### config.mk
export PLATFORM = sky130hd
export DESIGN_NAME = vscpu_mem_arbiter_flat
export DESIGN_NICKNAME = d
export VERILOG_FILES = /design/src/rtl/vscpu_pkg.sv /design/src/rtl/vscpu_mem_arbiter_if.sv /design/src/rtl/vscpu_rr_pick.sv /design/src/rtl/vscpu_mem_arbiter.sv /design/src/flat_wrapper.sv
export SDC_FILE = /design/constraint.sdc
export NUM_CORES = 1
export LEC_CHECK = 0
export ABC_AREA = 1
export BUFFER_PORTS_ARGS = -buffer_cell sky130_fd_sc_hd__buf_2
export CORE_MARGIN = 1.5
export CORE_UTILIZATION = 40
export CTS_CLUSTER_SIZE = 16
export DETAILED_ROUTE_END_ITERATION = 10
export GPL_TIMING_DRIVEN = 0
export PLACE_DENSITY = 0.74
export SYNTH_ARGS = -nofsm -noshare
export SYNTH_HDL_FRONTEND = slang
export SYNTH_SLANG_ARGS = --single-unit
### constraint.sdc
create_clock -name clk -period 2.5 [get_ports clk]
set_input_delay 0.125 -clock clk [delete_from_list [all_inputs] [get_ports clk]]
set_output_delay 0.125 -clock clk [all_outputs]
set_load 0.01 [all_outputs]
### src/rtl/vscpu_pkg.sv
// Shared constants for the VerySimpleCPU memory arbiter slice: FSM encoding and bus widths.
package vscpu_pkg;

  localparam logic [1:0] ST_IDLE   = 2'd0;
  localparam logic [1:0] ST_ACCESS = 2'd1;
  localparam logic [1:0] ST_DONE   = 2'd2;

  localparam int VSCPU_ADDR_W = 14;
  localparam int VSCPU_DATA_W = 32;

endpackage

### src/rtl/vscpu_mem_arbiter_if.sv
// Core-side and controller-side bus of the memory arbiter.
// The slave modport is the arbiter's view; master is the surrounding cores plus controller.
interface vscpu_mem_arbiter_if
  import vscpu_pkg::*;
#(
  parameter int NUM_REQ = 3,
  parameter int ADDR_W  = VSCPU_ADDR_W,
  parameter int DATA_W  = VSCPU_DATA_W
);

  logic [NUM_REQ-1:0]        cpu_req;
  logic [NUM_REQ-1:0]        cpu_we;
  logic [NUM_REQ*ADDR_W-1:0] cpu_addr;
  logic [NUM_REQ*DATA_W-1:0] cpu_wdata;
  logic [NUM_REQ-1:0]        cpu_vld;
  logic [DATA_W-1:0]         cpu_rdata;
  logic                      mem_req;
  logic                      mem_we;
  logic [ADDR_W-1:0]         mem_addr;
  logic [DATA_W-1:0]         mem_wdata;
  logic [DATA_W-1:0]         mem_rdata;
  logic                      mem_vld;
  logic [NUM_REQ-1:0]        grant;
  logic                      busy;

  modport slave (
    input  cpu_req, cpu_we, cpu_addr, cpu_wdata, mem_rdata, mem_vld,
    output cpu_vld, cpu_rdata, mem_req, mem_we, mem_addr, mem_wdata, grant, busy
  );

  modport master (
    output cpu_req, cpu_we, cpu_addr, cpu_wdata, mem_rdata, mem_vld,
    input  cpu_vld, cpu_rdata, mem_req, mem_we, mem_addr, mem_wdata, grant, busy
  );

endinterface

### src/rtl/vscpu_rr_pick.sv
// Combinational round-robin picker: first requester at or after (last+1) mod NUM_REQ.
module vscpu_rr_pick #(
  parameter int NUM_REQ = 3
) (
  input  logic [NUM_REQ-1:0]         req,
  input  logic [$clog2(NUM_REQ)-1:0] last,
  output logic                       valid,
  output logic [$clog2(NUM_REQ)-1:0] idx
);

  localparam int IDX_W = $clog2(NUM_REQ);

  // Scan from farthest to nearest candidate so the nearest requester is written last and wins.
  always_comb begin
    logic [IDX_W-1:0] cand_s;
    cand_s = {IDX_W{1'b0}};
    valid  = 1'b0;
    idx    = {IDX_W{1'b0}};
    for (int k = NUM_REQ; k >= 1; k--) begin
      cand_s = IDX_W'((int'(last) + k) % NUM_REQ);
      valid  = valid | req[cand_s];
      idx    = req[cand_s] ? cand_s : idx;
    end
  end

endmodule

### src/rtl/vscpu_mem_arbiter.sv
// Round-robin arbiter sharing one memory-controller port between NUM_REQ VerySimpleCPU cores.
// One access in flight at a time; IDLE -> ACCESS -> DONE, every output registered.
module vscpu_mem_arbiter
  import vscpu_pkg::*;
#(
  parameter int NUM_REQ = 3,
  parameter int ADDR_W  = VSCPU_ADDR_W,
  parameter int DATA_W  = VSCPU_DATA_W
) (
  input  logic                clk,
  input  logic                rst,
  vscpu_mem_arbiter_if.slave  bus
);

  localparam int IDX_W = $clog2(NUM_REQ);
  localparam logic [NUM_REQ-1:0] ONE_HOT0 = {{(NUM_REQ-1){1'b0}}, 1'b1};

  logic [1:0]         state_r;
  logic [IDX_W-1:0]   last_grant_r;
  logic [NUM_REQ-1:0] cpu_vld_r;
  logic [DATA_W-1:0]  cpu_rdata_r;
  logic               mem_req_r;
  logic               mem_we_r;
  logic [ADDR_W-1:0]  mem_addr_r;
  logic [DATA_W-1:0]  mem_wdata_r;
  logic [NUM_REQ-1:0] grant_r;
  logic               busy_r;
  logic               pick_valid_s;
  logic [IDX_W-1:0]   pick_idx_s;

  vscpu_rr_pick #(.NUM_REQ(NUM_REQ)) u_pick (
    .req   (bus.cpu_req),
    .last  (last_grant_r),
    .valid (pick_valid_s),
    .idx   (pick_idx_s)
  );

  // Arbitration FSM; last_grant_r doubles as the owner index of the access in flight.
  always_ff @(posedge clk or posedge rst) begin
    if (rst) begin
      state_r      <= ST_IDLE;
      last_grant_r <= IDX_W'(NUM_REQ - 1);
      cpu_vld_r    <= {NUM_REQ{1'b0}};
      cpu_rdata_r  <= {DATA_W{1'b0}};
      mem_req_r    <= 1'b0;
      mem_we_r     <= 1'b0;
      mem_addr_r   <= {ADDR_W{1'b0}};
      mem_wdata_r  <= {DATA_W{1'b0}};
      grant_r      <= {NUM_REQ{1'b0}};
      busy_r       <= 1'b0;
    end else begin
      case (state_r)
        ST_IDLE: begin
          if (pick_valid_s) begin
            mem_req_r    <= 1'b1;
            mem_we_r     <= bus.cpu_we[pick_idx_s];
            mem_addr_r   <= bus.cpu_addr[int'(pick_idx_s) * ADDR_W +: ADDR_W];
            mem_wdata_r  <= bus.cpu_wdata[int'(pick_idx_s) * DATA_W +: DATA_W];
            grant_r      <= ONE_HOT0 << pick_idx_s;
            last_grant_r <= pick_idx_s;
            busy_r       <= 1'b1;
            state_r      <= ST_ACCESS;
          end
        end
        ST_ACCESS: begin
          if (bus.mem_vld) begin
            mem_req_r   <= 1'b0;
            cpu_rdata_r <= bus.mem_rdata;
            cpu_vld_r   <= ONE_HOT0 << last_grant_r;
            state_r     <= ST_DONE;
          end
        end
        // Bubble cycle: lets the owner drop cpu_req before the next arbitration.
        ST_DONE: begin
          cpu_vld_r <= {NUM_REQ{1'b0}};
          grant_r   <= {NUM_REQ{1'b0}};
          busy_r    <= 1'b0;
          state_r   <= ST_IDLE;
        end
        default: begin
          cpu_vld_r <= {NUM_REQ{1'b0}};
          mem_req_r <= 1'b0;
          grant_r   <= {NUM_REQ{1'b0}};
          busy_r    <= 1'b0;
          state_r   <= ST_IDLE;
        end
      endcase
    end
  end

  assign bus.cpu_vld   = cpu_vld_r;
  assign bus.cpu_rdata = cpu_rdata_r;
  assign bus.mem_req   = mem_req_r;
  assign bus.mem_we    = mem_we_r;
  assign bus.mem_addr  = mem_addr_r;
  assign bus.mem_wdata = mem_wdata_r;
  assign bus.grant     = grant_r;
  assign bus.busy      = busy_r;

endmodule

### src/flat_wrapper.sv
// flat-port wrapper written by rule: the top's interface ports become plain ports
module vscpu_mem_arbiter_flat import vscpu_pkg::*;
#(
  parameter int NUM_REQ = 3,
  parameter int ADDR_W  = VSCPU_ADDR_W,
  parameter int DATA_W  = VSCPU_DATA_W
)
  (clk, rst, bus_cpu_req, bus_cpu_we, bus_cpu_addr, bus_cpu_wdata, bus_mem_rdata, bus_mem_vld, bus_cpu_vld, bus_cpu_rdata, bus_mem_req, bus_mem_we, bus_mem_addr, bus_mem_wdata, bus_grant, bus_busy);
  vscpu_mem_arbiter_if #(.NUM_REQ(NUM_REQ), .ADDR_W(ADDR_W), .DATA_W(DATA_W)) bus_i ();
  input  logic clk;
  input  logic rst;
  input wire logic [$bits(bus_i.cpu_req)-1:0] bus_cpu_req;
  input wire logic [$bits(bus_i.cpu_we)-1:0] bus_cpu_we;
  input wire logic [$bits(bus_i.cpu_addr)-1:0] bus_cpu_addr;
  input wire logic [$bits(bus_i.cpu_wdata)-1:0] bus_cpu_wdata;
  input wire logic [$bits(bus_i.mem_rdata)-1:0] bus_mem_rdata;
  input wire logic [$bits(bus_i.mem_vld)-1:0] bus_mem_vld;
  output wire logic [$bits(bus_i.cpu_vld)-1:0] bus_cpu_vld;
  output wire logic [$bits(bus_i.cpu_rdata)-1:0] bus_cpu_rdata;
  output wire logic [$bits(bus_i.mem_req)-1:0] bus_mem_req;
  output wire logic [$bits(bus_i.mem_we)-1:0] bus_mem_we;
  output wire logic [$bits(bus_i.mem_addr)-1:0] bus_mem_addr;
  output wire logic [$bits(bus_i.mem_wdata)-1:0] bus_mem_wdata;
  output wire logic [$bits(bus_i.grant)-1:0] bus_grant;
  output wire logic [$bits(bus_i.busy)-1:0] bus_busy;
  assign bus_i.cpu_req = bus_cpu_req;
  assign bus_i.cpu_we = bus_cpu_we;
  assign bus_i.cpu_addr = bus_cpu_addr;
  assign bus_i.cpu_wdata = bus_cpu_wdata;
  assign bus_i.mem_rdata = bus_mem_rdata;
  assign bus_i.mem_vld = bus_mem_vld;
  assign bus_cpu_vld = bus_i.cpu_vld;
  assign bus_cpu_rdata = bus_i.cpu_rdata;
  assign bus_mem_req = bus_i.mem_req;
  assign bus_mem_we = bus_i.mem_we;
  assign bus_mem_addr = bus_i.mem_addr;
  assign bus_mem_wdata = bus_i.mem_wdata;
  assign bus_grant = bus_i.grant;
  assign bus_busy = bus_i.busy;
  vscpu_mem_arbiter #(.NUM_REQ(NUM_REQ), .ADDR_W(ADDR_W), .DATA_W(DATA_W)) u_core (.clk(clk), .rst(rst), .bus(bus_i));
endmodule
Word-level counts from Yosys, hierarchy flattened
Index checks and enable logic that the tools add are counted.
Word-level totals
  register bits: 91
  input port bits: 179
  output and inout port bits: 87
Operators by class
  add/subtract/negate cells: 3
  multipliers: 1
  divide/modulo/power cells: 3
  $lt $le $gt $ge: 4
  equality and inequality tests: 4
  shift operators: 4
  mux-type cells: 22
  bitwise logic cells: 5
  reduce and logical (&&, ||, !) cells: 7
Operators by type and width (number)
  32-bit by 3-bit remainder unit with 32-bit output, second input constant: 3
  96-bit by 8-bit indexed part select with 32-bit output: 1
  42-bit by 32-bit indexed part select with 14-bit output: 1
  2-bit by 3-bit less-than comparator with 1-bit output, second input constant: 4
  3-bit case mux with 2 select lines: 2
  2-bit 2-to-1 mux: 5
  2-bit AND reduction: 5
  1-bit binary-select mux with 2-bit select: 4
  2-bit by 2-bit adder with 3-bit output, second input constant: 2
  1-bit 2-to-1 mux: 6
  3-bit 2-to-1 mux: 2
  1-bit by 2-bit << shifter with 3-bit output, first input constant: 2
  2-bit by 3-bit multiplier with 5-bit output, second input constant: 1
  2-bit case mux with 2 select lines: 1
  2-bit by 1-bit adder with 3-bit output, second input constant: 1
  1-bit inverter: 3
  1-bit case mux with 3 select lines: 1
  3-bit AND reduction: 1
  2-bit by 1-bit == test with 1-bit output, second input constant: 1
  2-bit == test, second input constant: 1
  2-bit logical NOT: 1
  2-bit by 1-bit != test with 1-bit output, second input constant: 1
  2-bit != test, second input constant: 1
  1-bit OR: 2
  1-bit case mux with 2 select lines: 1

Logic depth before layout (Yosys ltp)
Gate-level depths: netlist of run 1.
  depth in word-level cells: 10
  depth in mapped cells: 16
  gate-level depth less buffers: 15

Modules after synthesis
A second synthesis of run 1 with hierarchy kept.
Second synthesis, totals
  cells, all modules: 644
  area total of the unflattened synthesis: 4763.3 µm²
By module, submodules not included
  vscpu_mem_arbiter: times used 1, cells each 603, area an instance 4545.6 µm²
  vscpu_rr_pick: times used 1, cells each 41, area an instance 217.7 µm²

Worst setup path before layout of run 1
OpenSTA, ideal clock, no wires.
  path kind: register to register
  from: register u_core.last_grant_r[1]
  to: register u_core.mem_wdata_r[19], in the netlist u_core.bus.mem_wdata[19]
  arrival: 1.969 ns
  data required time: 2.376 ns
  path slack: 0.407 ns
  stages on the path, launching flop included: 16
  path through: dfstp_2 inv_1 ha_1 inv_2 nand2_1 nand3_1 nand2_2 nand2_1 inv_2 nand2_4 nand2_2 buf_6 buf_4 nand2_1 o211ai_1 nand2_1
On the way
  cells in the longest elaborated chain, start to end: 8
  elaborated cells on any way between the ends: 19
  those cells by class: add/sub: 3; div: 3; shift: 1; mux: 9; bitwise: 2; reduce/logical: 1
Ends and longest elaborated chain
  start: declaration: RTL line vscpu_mem_arbiter.sv:19  | logic [IDX_W-1:0] last_grant_r;
  start signal: assignment: RTL line vscpu_mem_arbiter.sv:42  | last_grant_r <= IDX_W'(NUM_REQ - 1);
  start signal: assignment: RTL line vscpu_mem_arbiter.sv:60  | last_grant_r <= pick_idx_s;
  2-bit by 2-bit adder with 3-bit output: RTL line vscpu_rr_pick.sv:20  | cand_s = IDX_W'((int'(last) + k) % NUM_REQ);
  32-bit by 3-bit remainder unit with 32-bit output: RTL line vscpu_rr_pick.sv:20
  1-bit binary-select mux with 2-bit select: RTL line vscpu_rr_pick.sv:21, vscpu_rr_pick.sv:22
  1-bit 2-to-1 mux (implied by the code): RTL line vscpu_rr_pick.sv:21, vscpu_rr_pick.sv:22
  2-bit 2-to-1 mux (3 in series): RTL line vscpu_rr_pick.sv:22  | idx = req[cand_s] ? cand_s : idx;
  96-bit by 8-bit indexed part select with 32-bit output: RTL line vscpu_mem_arbiter.sv:58  | mem_wdata_r <= bus.cpu_wdata[int'(pick_idx_s) * DATA_W +: DATA_W];
  end signal: assignment: RTL line vscpu_mem_arbiter.sv:48  | mem_wdata_r <= {DATA_W{1'b0}};
  end signal: assignment: RTL line vscpu_mem_arbiter.sv:58
  end: declaration: RTL line vscpu_mem_arbiter.sv:25  | logic [DATA_W-1:0] mem_wdata_r;
Parallel ways exist; a longest one is shown, timed or not. The select of a mux whose other input is x is not followed.
A chain may end at the register's enable or synchronous reset.

Worst setup path in the final report of run 1
  from: register u_core.last_grant_r[1]
  to: register u_core.mem_addr_r[12], in the netlist u_core.bus.mem_addr[12]
On the way
  cells in the longest elaborated chain, start to end: 9
  elaborated cells on any way between the ends: 20
  those cells by class: add/sub: 3; mul: 1; div: 3; shift: 1; mux: 9; bitwise: 2; reduce/logical: 1
Ends and longest elaborated chain
  2-bit by 2-bit adder with 3-bit output: RTL line vscpu_rr_pick.sv:20
  32-bit by 3-bit remainder unit with 32-bit output: RTL line vscpu_rr_pick.sv:20
  1-bit binary-select mux with 2-bit select: RTL line vscpu_rr_pick.sv:21, vscpu_rr_pick.sv:22
  1-bit 2-to-1 mux (implied by the code): RTL line vscpu_rr_pick.sv:21, vscpu_rr_pick.sv:22
  2-bit 2-to-1 mux (3 in series): RTL line vscpu_rr_pick.sv:22
  2-bit by 3-bit multiplier with 5-bit output: RTL line vscpu_mem_arbiter.sv:57  | mem_addr_r <= bus.cpu_addr[int'(pick_idx_s) * ADDR_W +: ADDR_W];
  42-bit by 32-bit indexed part select with 14-bit output: RTL line vscpu_mem_arbiter.sv:57
  end signal: assignment: RTL line vscpu_mem_arbiter.sv:47  | mem_addr_r <= {ADDR_W{1'b0}};
  end signal: assignment: RTL line vscpu_mem_arbiter.sv:57
  end: declaration: RTL line vscpu_mem_arbiter.sv:24  | logic [ADDR_W-1:0] mem_addr_r;
Parallel ways exist; a longest one is shown, timed or not. The select of a mux whose other input is x is not followed.

==> results.md, run 1 <==
- Initial detailed-routing violation count: 307
- # IOs: 266
- Worst-Skew Late Latency: 0.34 ns
- Power density over cell area: 1630 nW/um^2
- Reg-to-reg startpoint: u_core.last_grant_r[1]$_DFFE_PP1P_
- Vias in the first global route: 5541
- Max cap viols: 0
- Die X-Extent: 118 um
- Remaining DRCs: 0
- Post-synthesis sequential area ratio: 43.2%
- Placed insts: 1185
- CP max FO: 10
- Setup violators final: 0
- Critical path type: reg -> reg
- Synthesized cell area: 5280 um^2
- Avg Synthesized Cell Area: 7.07 um^2
- Initial antenna violation count: 1
- Synth warnings: 0
- Final Critical Period: 2.29 ns
- Maximum VDD drop: 0.577 mV
- Arr. time, crit path: 2.56 ns
- Final clock skew: 0.00454 ns
- Final max-slew violation count: 0
- Nets: 1241
- First-pass GRT wire length: 26200 um
- Crit end category: flip-flop
- Via density: 4.61
- FP Rows: 41
- RSZ-0062 raised after global routing: no
- Clock Tree Root: clkbuf_16
- R2R depth: 13
- Hold path depth: 3
- Gr ovfl total: 0
- Worst Tran Pin Value: 0.485 ns
- Drt pass-1 iters: 5
- I/O Buffers: 265
- Diodes inserted: 0
- R2R setup slack: 0.21 ns
- Layout area overhead: 41.7%
- Clk buf depth: 2
- Worst Hold Class: in -> reg
- Syn_nets: 931
- GPL Wtd Cong: 0.834
- Post-DP HPWL: 11700 um
- Vias: 5693
- Commonest non-fill, non-tap cell in the layout: buf_2
- Final cell count without fillers: 1234
- CTS clk-pin slew, worst paths: 0.07 ns
- Hold slack final: 0.0213 ns
- Post-synthesis instance total: 747
- Synth unique cells: 27
- LEAKAGE: 0.00455 uW
- Endpoints failing hold: 0
- Post-layout util: 58.6%
- Starting Density: 41.3%
- Die area: 13900 um^2
- Status: finished, final reports clean
- Die height: 118 um
- Num CTS Buffers: 9
- Worst setup SP type: flip-flop
- Core Footprint: 12800 um^2
- Clock Sinks: 91
- Most frequent cells in the layout: buf_2, nand2_1, inv_1, nand3_1, dfrtp_1
- Number of synthesized register bits: 91
- Drt wl/cell: 13.0 um
- Worst R2R End: u_core.bus.mem_addr[12]$_DFFE_PP0P_
- TritonCTS clock tree: done
- WHS Endpoint: u_core.bus.mem_wdata[11]$_DFFE_PP0P_
- Detail Route Antenna Nets: 0
- Largest net degree at the start of global routing: 58
- Post-layout instance area: 7480 um^2
- Fin crit share: 91.8%
- H-Tree Depth: 3
- CP Data Required Time: 2.77 ns
- Relative slew slack: 67.7%
- Layout cell share with drive strength beyond 1: 32.0%
- Min-delay src: bus_cpu_wdata[43]
- Fmax: 436 MHz
- Dpl cell area: 6850 um^2
- GRT Overall Usage: 23.2%
- Final WL: 16000 um
-- routing by layer --
layer	GRT usage, %	vias up	routed length, um
li1	-	2892	-
met1	28.1	2536	6670
met2	40.7	231	7880
met3	4.65	32	1100
met4	8.61	2	370
met5	0	-	12
-- layout make-up --
cell class / instances / area [um^2]
plain buffers: 38 / 258
multi-input cells: 479 / 2230
clock buffers: 9 / 225
repair buffers: 299 / 1680
fillers: 1193 / 5290
well taps: 172 / 215
flip-flops and latches: 91 / 2280
inverters: 139 / 529
clock inverters: 7 / 56.3
-- stage by stage --
stage	total power [uW]	worst slack (ns)	TNS [ns]
floorplan	8430	0.0130	0
global placement	10700	-1.17	-105.10
detailed placement	10800	0.0840	0
CTS	12200	0.0657	0
global route	13400	0.00893	0
finish	12200	0.206	0
-- state kept, by name (all words and copies together), names as in the netlist --
name,count
u_core.bus.busy,1
u_core.bus.cpu_rdata,32
u_core.bus.cpu_vld,3
u_core.bus.grant,3
u_core.bus.mem_addr,14
u_core.bus.mem_req,1
u_core.bus.mem_wdata,32
u_core.bus.mem_we,1
u_core.last_grant_r,2
u_core.state_r,2
-- worst max path at each step --
stage | to | from | slack, ns
after floorplan | u_core.bus.busy$_DFFE_PP0P_ | rst | 0.01
after global placement | u_core.bus.mem_wdata[3]$_DFFE_PP0P_ | rst | -1.17
after detailed placement | u_core.bus.grant[0]$_DFFE_PP0P_ | u_core.last_grant_r[1]$_DFFE_PP1P_ | 0.08
after CTS | u_core.bus.grant[0]$_DFFE_PP0P_ | u_core.last_grant_r[1]$_DFFE_PP1P_ | 0.07
after global routing | u_core.bus.mem_addr[11]$_DFFE_PP0P_ | u_core.last_grant_r[0]$_DFFE_PP0P_ | 0.009
final | u_core.bus.mem_addr[12]$_DFFE_PP0P_ | u_core.last_grant_r[1]$_DFFE_PP1P_ | 0.21
-- synth_stat cells --
master / number / share of area (%)
nand2_1: 274 / 19
inv_1: 133 / 9.5
nand3_1: 93 / 8.8
dfrtp_1: 90 / 43
nor2_1: 32 / 2.3
a21oi_1: 30 / 2.8
buf_2: 13 / 1.2
o21ai_0: 12 / 1.1
clkbuf_1: 11 / 0.78
buf_6: 9 / 1.9
o211ai_1: 9 / 1.3
o211ai_2: 9 / 2.1
ha_1: 5 / 1.2
buf_4: 4 / 0.57
nand2_2: 4 / 0.47
inv_2: 3 / 0.21
nand2_4: 3 / 0.64
inv_4: 2 / 0.24
nand3_2: 2 / 0.38
nor2_8: 2 / 0.76
buf_8: 1 / 0.28
clkinv_1: 1 / 0.071
dfstp_2: 1 / 0.50
nor3b_1: 1 / 0.14
o21a_1: 1 / 0.14
o21ai_2: 1 / 0.17
o31ai_2: 1 / 0.24
-- critical path: stages (launching register included) --
cell and delay [ns]:
dfstp_2 0.54, inv_1 0.10, ha_4 0.32, inv_2 0.06, nand2_1 0.09, nand2_2 0.09, nand2_1 0.07, nand2_1 0.06
nand2_2 0.09, clkbuf_1 0.37, nand3_1 0.14, nand2_1 0.11, inv_1 0.04, a21oi_1 0.13
-- kinds of logic (layout without fill, tap and decap cells) --
| kind of cell | Yosys count | after routing | share of synthesized area, % |
|---|---|---|---|
| DFF | 91 | 91 | 43.2 |
| and+or+nand+nor | 411 | 411 | 33.0 |
| AOI/OAI and AO/OA | 63 | 63 | 7.94 |
| adders and majority gates | 5 | 5 | 1.18 |
| buffers and inverters | 177 | 492 | 14.8 |
-- power breakdown --
group | internal [uW] | total (uW) | switching [uW]
clock network | 691 | 1320 | 631
registers | 2260 | 2630 | 371
logic | 3050 | 8240 | 5190
total | 6010 | 12200 | 6190
-- repair_timing --
item                                    CTS  global route
endpoints found under the setup margin    0            48
hold buffers                             33             0
gates resized for setup                   0             5
buffers inserted                          0             0
hold endpoints to repair                 66             0
(Power assumes the default switching activity.)
==> run 2: changes to the inputs <==
Settings changed: BUFFER_PORTS_ARGS -buffer_cell sky130_fd_sc_hd__buf_2 to -buffer_cell sky130_fd_sc_hd__buf_4, CELL_PAD_IN_SITES_DETAIL_PLACEMENT from default to 1, CELL_PAD_IN_SITES_GLOBAL_PLACEMENT from default to 1, CORE_UTILIZATION 40 to 28, PLACE_DENSITY 0.74 to 0.77.
==> results.md, run 2 (synthesis gave the netlist of run 1 again) <==
- Status: finished, final reports clean (unchanged)
- Fmax: 439 MHz (was 436 MHz)
- Diodes inserted: 0 (unchanged)
- GPL Wtd Cong: 0.777 (was 0.834)
- H-Tree Depth: 3 (unchanged)
- Max cap viols: 0 (unchanged)
- # IOs: 266 (unchanged)
- Final max-slew violation count: 0 (unchanged)
- Setup violators final: 0 (unchanged)
- Vias: 5822 (was 5693)
- Largest net degree at the start of global routing: 64 (was 58)
- Final clock skew: 0.00715 ns (was 0.00454 ns)
- Clock Tree Root: clkbuf_16 (unchanged)
- Final Critical Period: 2.28 ns (was 2.29 ns)
- CP max FO: 10 (unchanged)
- Initial antenna violation count: 0 (was 1)
- Num CTS Buffers: 9 (unchanged)
- Crit end category: flip-flop (unchanged)
- Total Neg Setup Slack: 0 ns (unchanged)
- Setup crit start: u_core.last_grant_r[1]$_DFFE_PP1P_ (unchanged)
- Drt wl/cell: 15.2 um (was 13.0 um)
- Initial detailed-routing violation count: 169 (was 307)
- Nets: 1242 (was 1241)
- CP Data Required Time: 2.77 ns (about the same)
- Maximum VDD drop: 0.716 mV (was 0.577 mV)
- Post-DP HPWL: 14400 um (was 11700 um)
- FP Rows: 50 (was 41)
- Relative slew slack: 66.0% (was 67.7%)
- Register area: 2280 um^2 (unchanged)
- Gr ovfl total: 0 (unchanged)
- Vias in the first global route: 6173 (was 5541)
- Hold slack final: 0.00964 ns (was 0.0213 ns)
- Starting Density: 28.4% (was 41.3%)
- Final WL: 19700 um (was 16000 um)
- CTS clk-pin slew, worst paths: 0.07 ns (about the same)
- I/O Buffers: 265 (unchanged)
- Layout cell share with drive strength beyond 1: 32.4% (was 32.0%)
- Critical path type: reg -> reg (unchanged)
- Die X-Extent: 140 um (was 118 um)
- Worst Tran Pin Value: 0.510 ns (was 0.485 ns)
- Endpoints failing hold: 0 (unchanged)
- Area of the multi-input gates: 2230 um^2 (unchanged)
- Die area: 19700 um^2 (was 13900 um^2)
- Arr. time, crit path: 2.55 ns (was 2.56 ns)
- Via density: 4.49 (was 4.61)
- Min-delay src: bus_cpu_wdata[50] (was bus_cpu_wdata[43])
- Remaining DRCs: 0 (unchanged)
- Fin crit share: 91.2% (was 91.8%)
- Drt pass-1 iters: 4 (was 5)
- Clk buf depth: 2 (unchanged)
- TritonCTS clock tree: done (unchanged)
- First-pass GRT wire length: 31400 um (was 26200 um)
- Commonest non-fill, non-tap cell in the layout: nand2_1 (was buf_2)
- Clock Sinks: 91 (unchanged)
- Detail Route Antenna Nets: 0 (unchanged)
- Layout area overhead: 56.3% (was 41.7%)
- Most frequent cells in the layout: nand2_1, buf_4, inv_1, nand3_1, dfrtp_1 (was buf_2, nand2_1, inv_1, nand3_1, dfrtp_1)
- GRT Overall Usage: 20.1% (was 23.2%)
- LEAKAGE: 0.00478 uW (was 0.00455 uW)
- Die height: 140 um (was 118 um)
- Worst Hold Class: in -> reg (unchanged)
- Worst-Skew Late Latency: 0.36 ns (was 0.34 ns)
- RSZ-0062 raised after global routing: no (unchanged)
- Core Footprint: 18600 um^2 (was 12800 um^2)
- Fill count: 2365 (was 1193)
- Power density over cell area: 1590 nW/um^2 (was 1630 nW/um^2)
- Worst setup SP type: flip-flop (unchanged)
- Reg-to-reg startpoint: u_core.last_grant_r[1]$_DFFE_PP1P_ (unchanged)
-- run 2: changes by cell type in the layout (fill, tap and decap cells not counted) --
cell        previous run  this run
buf_2                278        13
buf_4                  4       269
inv_6                  5         1
clkbuf_1              10         7
clkbuf_2               1         4
clkinvlp_4             1         3
inv_8                  0         2
buf_8                  2         3
clkinv_2               1         0
clkinv_8               0         1
-- run 2: routing by layer --
metal,vias to the layer above,GRT usage (%),routed length (um),share of wire (%)
li1,2882,-,-,-
met1,2720,23.3,8100,41
met2,184,35.6,9810,50
met3,36,4.65,1230,6.3
met4,0,8.25,546,2.8
met5,-,0,0,0
-- run 2: final cells by class --
cell class | instances | share of cell area, %
Buffer | 38 | 3.26
Clock buffer | 9 | 2.73
Clock inverter | 7 | 0.849
Inverter | 139 | 6.41
Multi-Input combinational cell | 479 | 27.1
Sequential cell | 91 | 27.6
Tap cell | 234 | 3.55
Timing Repair Buffer | 300 | 28.5
-- run 2: worst max-delay path, cell delays in order (launching register included) --
cell	delay [ns]
dfstp_2	0.54
inv_1	0.10
ha_4	0.32
inv_2	0.06
o21ai_2	0.16
nand2_2	0.11
nand3_2	0.11
nand2_4	0.15
inv_4	0.15
buf_2	0.28
nor2_1	0.07
a21oi_1	0.14
-- run 2: final timing paths --
kind,end,slack (ns),cells after the start
setup reg to reg,u_core.bus.mem_addr[13]$_DFFE_PP0P_,0.22,11
setup / recovery,u_core.bus.mem_addr[13]$_DFFE_PP0P_,0.22,11
hold / removal,u_core.bus.mem_wdata[18]$_DFFE_PP0P_,0.01,3
max in group asynchronous,u_core.last_grant_r[1]$_DFFE_PP1P_,1.47,4
min in group asynchronous,u_core.bus.cpu_rdata[20]$_DFFE_PP0P_,0.33,3
hold reg to reg,u_core.bus.cpu_rdata[2]$_DFFE_PP0P_,0.48,2
-- run 2: timing repair --
item	CTS	global route
hold endpoints to repair	60	0
resized for setup	0	13
setup buffers	0	1
setup endpoints to repair	0	50
hold buffers	33	0
-- run 2: per-stage QoR --
stage	cells	power [uW]	area (um^2)	util [%]	worst slack, ns
floorplan	747	8430	5280	-	0.0130
global placement	1246	11400	7560	40.7	-1.42
detailed placement	1247	11700	7590	40.9	0.0306
CTS	1296	13100	8220	44.2	0.0212
global route	1297	14400	8250	44.4	0.00647
finish	1297	13100	8250	44.4	0.221
-- run 2: where the power goes --
group	internal, uW	switching (uW)
registers	2260	416
logic	3570	5480
clock network	702	685
total	6530	6580
